## config.mk

```make
export PLATFORM = sky130hd
export DESIGN_NAME = uart_rx_param
export DESIGN_NICKNAME = d
export VERILOG_FILES = /design/src/rtl/uart_rx_param.sv
export SDC_FILE = /design/constraint.sdc
export NUM_CORES = 1
export LEC_CHECK = 0
export CORE_MARGIN = 3
export CORE_UTILIZATION = 54
export CTS_CLUSTER_DIAMETER = 30
export CTS_CLUSTER_SIZE = 12
export DETAILED_ROUTE_END_ITERATION = 8
export PLACE_DENSITY = 0.78
export SLEW_MARGIN = 20
export SYNTH_ARGS = -nofsm -noshare
export SYNTH_HDL_FRONTEND = slang
export SYNTH_SLANG_ARGS = --single-unit
export TNS_END_PERCENT = 20
```

## constraint.sdc

```tcl
create_clock -name clk -period 2.1 [get_ports clk]
set_clock_uncertainty 0.1 [all_clocks]
set_input_delay 0.21 -clock clk [delete_from_list [all_inputs] [get_ports clk]]
set_output_delay 0.21 -clock clk [all_outputs]
set_load 0.005 [all_outputs]
```

## src/rtl/uart_rx_param.sv

```systemverilog
// Parametrised oversampling UART receiver with majority-vote sampling,
// parity/framing detection and a valid/ready output holding register.
module uart_rx_param #(
  parameter int DATA_BITS   = 8,
  parameter int OSR         = 8,
  parameter int PARITY_MODE = 0
) (
  input  logic                 clk,
  input  logic                 rst,
  input  logic                 ena,
  input  logic                 rx,
  output logic [DATA_BITS-1:0] data_out,
  output logic                 valid_out,
  input  logic                 ready_in,
  output logic                 parity_err,
  output logic                 frame_err,
  output logic                 overrun,
  output logic [2:0]           state_out
);

  localparam int CW  = $clog2(OSR);
  localparam int BW  = $clog2(DATA_BITS);
  localparam int MID = OSR / 2;

  localparam logic [CW-1:0] C_M0    = CW'(MID - 1);
  localparam logic [CW-1:0] C_M1    = CW'(MID);
  localparam logic [CW-1:0] C_M2    = CW'(MID + 1);
  localparam logic [CW-1:0] C_LAST  = CW'(OSR - 1);
  localparam logic [BW-1:0] C_BLAST = BW'(DATA_BITS - 1);
  localparam logic          HAS_PAR = (PARITY_MODE != 0);
  localparam logic          ODD_PAR = (PARITY_MODE == 2);

  typedef enum logic [2:0] {
    S_IDLE   = 3'd0,
    S_START  = 3'd1,
    S_DATA   = 3'd2,
    S_PARITY = 3'd3,
    S_STOP   = 3'd4
  } state_t;

  state_t               r_state;
  state_t               w_state_nxt;
  logic                 r_rx_meta;
  logic                 r_rx_s;
  logic [CW-1:0]        r_cnt;
  logic [CW-1:0]        w_cnt_nxt;
  logic [BW-1:0]        r_bit;
  logic [BW-1:0]        w_bit_nxt;
  logic [DATA_BITS-1:0] r_shift;
  logic [DATA_BITS-1:0] w_shift_nxt;
  logic                 r_perr;
  logic                 w_perr_nxt;
  logic                 r_s0;
  logic                 r_s1;
  logic                 w_s0_nxt;
  logic                 w_s1_nxt;
  logic                 w_maj;
  logic                 w_at_m2;
  logic                 w_at_last;
  logic                 w_commit;
  logic                 w_hs;

  logic [DATA_BITS-1:0] r_data;
  logic                 r_valid;
  logic                 r_perr_o;
  logic                 r_ferr_o;
  logic                 r_ovr;

  // Synchroniser runs every clock; ena only gates the frame logic.
  always_ff @(posedge clk or posedge rst) begin
    if (rst) begin
      r_rx_meta <= 1'b1;
      r_rx_s    <= 1'b1;
    end else begin
      r_rx_meta <= rx;
      r_rx_s    <= r_rx_meta;
    end
  end

  always_ff @(posedge clk or posedge rst) begin
    if (rst) begin
      r_state <= S_IDLE;
      r_cnt   <= '0;
      r_bit   <= '0;
      r_shift <= '0;
      r_perr  <= 1'b0;
      r_s0    <= 1'b0;
      r_s1    <= 1'b0;
    end else begin
      r_state <= w_state_nxt;
      r_cnt   <= w_cnt_nxt;
      r_bit   <= w_bit_nxt;
      r_shift <= w_shift_nxt;
      r_perr  <= w_perr_nxt;
      r_s0    <= w_s0_nxt;
      r_s1    <= w_s1_nxt;
    end
  end

  assign w_maj     = (r_s0 & r_s1) | (r_s0 & r_rx_s) | (r_s1 & r_rx_s);
  assign w_at_m2   = (r_cnt == C_M2);
  assign w_at_last = (r_cnt == C_LAST);

  always_comb begin
    w_state_nxt = r_state;
    w_cnt_nxt   = r_cnt;
    w_bit_nxt   = r_bit;
    w_shift_nxt = r_shift;
    w_perr_nxt  = r_perr;
    w_s0_nxt    = r_s0;
    w_s1_nxt    = r_s1;
    w_commit    = 1'b0;
    if (ena) begin
      if (r_state != S_IDLE) begin
        w_cnt_nxt = w_at_last ? '0 : r_cnt + 1'b1;
        if (r_cnt == C_M0) w_s0_nxt = r_rx_s;
        if (r_cnt == C_M1) w_s1_nxt = r_rx_s;
      end
      case (r_state)
        S_IDLE: begin
          if (!r_rx_s) begin
            w_state_nxt = S_START;
            w_cnt_nxt   = '0;
          end
        end
        S_START: begin
          if (w_at_m2 && w_maj) begin
            w_state_nxt = S_IDLE;
            w_cnt_nxt   = '0;
          end else if (w_at_last) begin
            w_state_nxt = S_DATA;
            w_bit_nxt   = '0;
          end
        end
        S_DATA: begin
          if (w_at_m2)
            w_shift_nxt = {w_maj, r_shift[DATA_BITS-1:1]};
          if (w_at_last) begin
            if (r_bit == C_BLAST)
              w_state_nxt = HAS_PAR ? S_PARITY : S_STOP;
            else
              w_bit_nxt = r_bit + 1'b1;
          end
        end
        S_PARITY: begin
          if (w_at_m2)
            w_perr_nxt = ODD_PAR ? ~^{r_shift, w_maj}
                                 :  ^{r_shift, w_maj};
          if (w_at_last)
            w_state_nxt = S_STOP;
        end
        S_STOP: begin
          // Leave before the stop bit ends so a back-to-back start is seen.
          if (w_at_m2) begin
            w_commit    = 1'b1;
            w_state_nxt = S_IDLE;
            w_cnt_nxt   = '0;
          end
        end
        default: begin
          w_state_nxt = S_IDLE;
          w_cnt_nxt   = '0;
          w_bit_nxt   = '0;
        end
      endcase
    end
  end

  assign w_hs = r_valid & ready_in;

  always_ff @(posedge clk or posedge rst) begin
    if (rst) begin
      r_data   <= '0;
      r_valid  <= 1'b0;
      r_perr_o <= 1'b0;
      r_ferr_o <= 1'b0;
      r_ovr    <= 1'b0;
    end else begin
      if (w_commit && (!r_valid || w_hs)) begin
        r_data   <= r_shift;
        r_perr_o <= HAS_PAR ? r_perr : 1'b0;
        r_ferr_o <= ~w_maj;
        r_valid  <= 1'b1;
      end else if (w_hs) begin
        r_valid  <= 1'b0;
      end
      if (w_commit && r_valid && !w_hs)
        r_ovr <= 1'b1;
      else if (w_hs)
        r_ovr <= 1'b0;
    end
  end

  assign data_out   = r_data;
  assign valid_out  = r_valid;
  assign parity_err = r_perr_o;
  assign frame_err  = r_ferr_o;
  assign overrun    = r_ovr;
  assign state_out  = r_state;

endmodule

```

==> results_dict.tcl <==
set metrics [dict create \
    core_um2 2590 \
    post_cts_buffers 0 \
    pin_count 20 \
    reg2regPathDepth 6 \
    drc_errors 0 \
    hold_class "in2async" \
    post-route-period-util 0.9493 \
    syn-num-nets 143 \
    ant_nets 0 \
    htreeDepth 2 \
    ir_drop_mv 0.9785 \
    crit_arrival_ns 2.12 \
    clockBufferDepth 2 \
    placed_cell_area_um2 1804 \
    viasPerCell 5.497 \
    clkTransAtPathRegs_ns 0.10 \
    nNetsFinal 170 \
    synth_cells 131 \
    syn_to_final_growth_pct 23.42 \
    path_max_fanout 5 \
    hold_violations 0 \
    fin_util 0.7382 \
    period_needed_ns 1.994 \
    fp.dieW_um 59.56 \
    r2r_slack_ns 0.11 \
    diodes 0 \
    synth_top_area_share 0.4847 \
    rows 18 \
    grt_pass1_vias 1112 \
    final_common_cell "dfrtp_1" \
    p_per_area_nw_per_um2 994.8 \
    grt_start_max_net_pins 33 \
    leakagePower_uw 0.0009265 \
    overflow 0 \
    slew_viol_final 0 \
    yosys-top-cells-area "dfrtp_1, mux2_1, ha_1" \
    crit_type "reg2reg" \
    synth_warnings 0 \
    die_h_um 59.56 \
    grt_pass1_wl_um 4974 \
    drive_gt1_frac 0.1447 \
    synth_area_um2 1549 \
    grt_setup_unrepaired "false" \
    final_cell_mix "dfrtp_1, mux2_1, clkdlybuf4s50_1, nor2_1" \
    syn_avg_cell_area_um2 11.82 \
    placed_cells 181 \
    vias 1039 \
    place_congestion 0.8875 \
    reg2reg_from "r_cnt[0]" \
    start_util 0.5981 \
    cp_data_required_time_ns 2.22 \
    synth-edff-count 0 \
    yosysUniqueCellTypes 36 \
    grt_antenna_before_repair 0 \
    dr.first_iter.drc_count 36 \
    ys_ff_latch 32 \
    setup_viol 0 \
    synthArstFlopShare 1.000 \
    cts_sinks 32 \
    cts_tree "done" \
    firstDrtPassIters 4 \
    cp-end-kind "flop" \
    cts-root-buf "clkbuf_4" \
    dp_hpwl_um 2055 \
    tns_ns 0 \
    startpoint_type "flop" \
    routed_wl_um 2806 \
    die_area_um2 3547 \
    io_buffers 18 \
    synth_ff_type "dfrtp_1" \
    synth_seq_area_share 0.5186 \
    outcome "completed" \
    design_area_um2 1912 \
    worstSkewPairLatency_ns 0.33 \
    grt_usage 0.1950 \
    worst_r2r_endpoint "state_out[0]" \
    post_drt_wl_per_cell_um 14.85 \
    cap_viol_max_count 0 \
    clock.fmax_mhz 501.6 \
    synth_top_cell_by_area "dfrtp_1" \
    numCtsBuffers 5 \
    holdWs_ns 0.1374 \
    stdcell_count 189 \
]
## per-stage QoR
step / setup WS (ns) / power (µW)
3_3_place_gp: 0.1847 / 1344
4_1_cts: 0.04080 / 1908
2_1_floorplan: 0.2073 / 1197
5_1_grt: 0.02341 / 2031
3_5_place_dp: 0.08709 / 1377
6_report: 0.1064 / 1902
## layer usage
metal / global-route usage / share of wire / routed length [µm] / up-vias
li1: - / - / - / 507
met1: 0.2309 / 0.45 / 1267 / 503
met2: 0.3214 / 0.49 / 1367 / 27
met3: 0.05447 / 0.053 / 148 / 2
met4: 0.1013 / 0.0082 / 23 / 0
met5: 0 / 0 / 0 / -
## report_power, final
group | switching (µW) | leakage [µW] | internal (µW)
Sequential | 122 | 0.000430 | 705
Combinational | 272 | 0.000445 | 286
Clock | 200 | 0.0000515 | 316
Total | 594 | 0.000927 | 1310
## cells in the mapped netlist, types with 2 or more instances
master / instances
inv_1: 7
ha_1: 7
mux2i_1: 2
mux2_1: 19
buf_2: 4
nand2b_1: 4
a22o_1: 2
o21ai_0: 2
o21ai_1: 4
dfstp_2: 2
nor2b_1: 4
or3b_1: 2
nand2_1: 7
a21oi_1: 4
dfrtp_1: 30
nand3_1: 3
nor2_1: 9
## critical path, cell delays in order, from the launching register on
cell and delay (ns):
dfrtp_1 0.46, ha_1 0.25, ha_1 0.22, and2_1 0.15, o21ai_1 0.20, a221o_1 0.19, mux2_4 0.31
## state kept, by name, indices dropped and copies added, names as in the netlist
| name | count |
|---|---|
| r_rx_s | 1 |
| frame_err | 1 |
| r_s1 | 1 |
| r_shift | 8 |
| r_s0 | 1 |
| overrun | 1 |
| state_out | 3 |
| valid_out | 1 |
| r_rx_meta | 1 |
| data_out | 8 |
| r_cnt | 3 |
| r_bit | 3 |
## cell families (layout without fill, tap and decap cells)
kind of cell,after synthesis,after routing,synth area share
flops,32,32,0.5186
other cells,1,1,0.002421
xor+xnor,1,1,0.005655
fa+ha+maj,8,8,0.06542
simple gates,35,35,0.1187
compound gates,19,19,0.08644
mux,23,23,0.1680
buf+inv,12,40,0.03474
## how the worst max path moves through the flow
| stage | from | end | slack (ns) | depth (start not counted) |
|---|---|---|---|---|
| finish | r_cnt[0] | state_out[0] | 0.11 | 6 |
| global route | r_cnt[0] | state_out[0] | 0.02 | 6 |
| detailed placement | r_cnt[1] | state_out[0] | 0.09 | 6 |
| floorplan | r_rx_s | state_out[0] | 0.21 | 4 |
| CTS | r_cnt[1] | state_out[0] | 0.04 | 6 |
| global placement | r_cnt[1] | state_out[0] | 0.18 | 6 |
## layout make-up
type	count	area, µm²
Sequential cell	32	803.3
Inverter	7	26.28
Tap cell	30	37.54
Clock inverter	1	30.03
Multi-Input combinational cell	87	704.4
Timing Repair Buffer	25	245.2
Fill cell	171	678.2
Clock buffer	7	65.06
## repair_timing
item / 4_1_cts / 5_1_grt
hold buffers: 0 / 0
endpoints found under the hold margin: 0 / 0
setup endpoints to repair: 0 / 1
resized for setup: 0 / 2
Note: power is estimated with default switching activity, not from simulation.
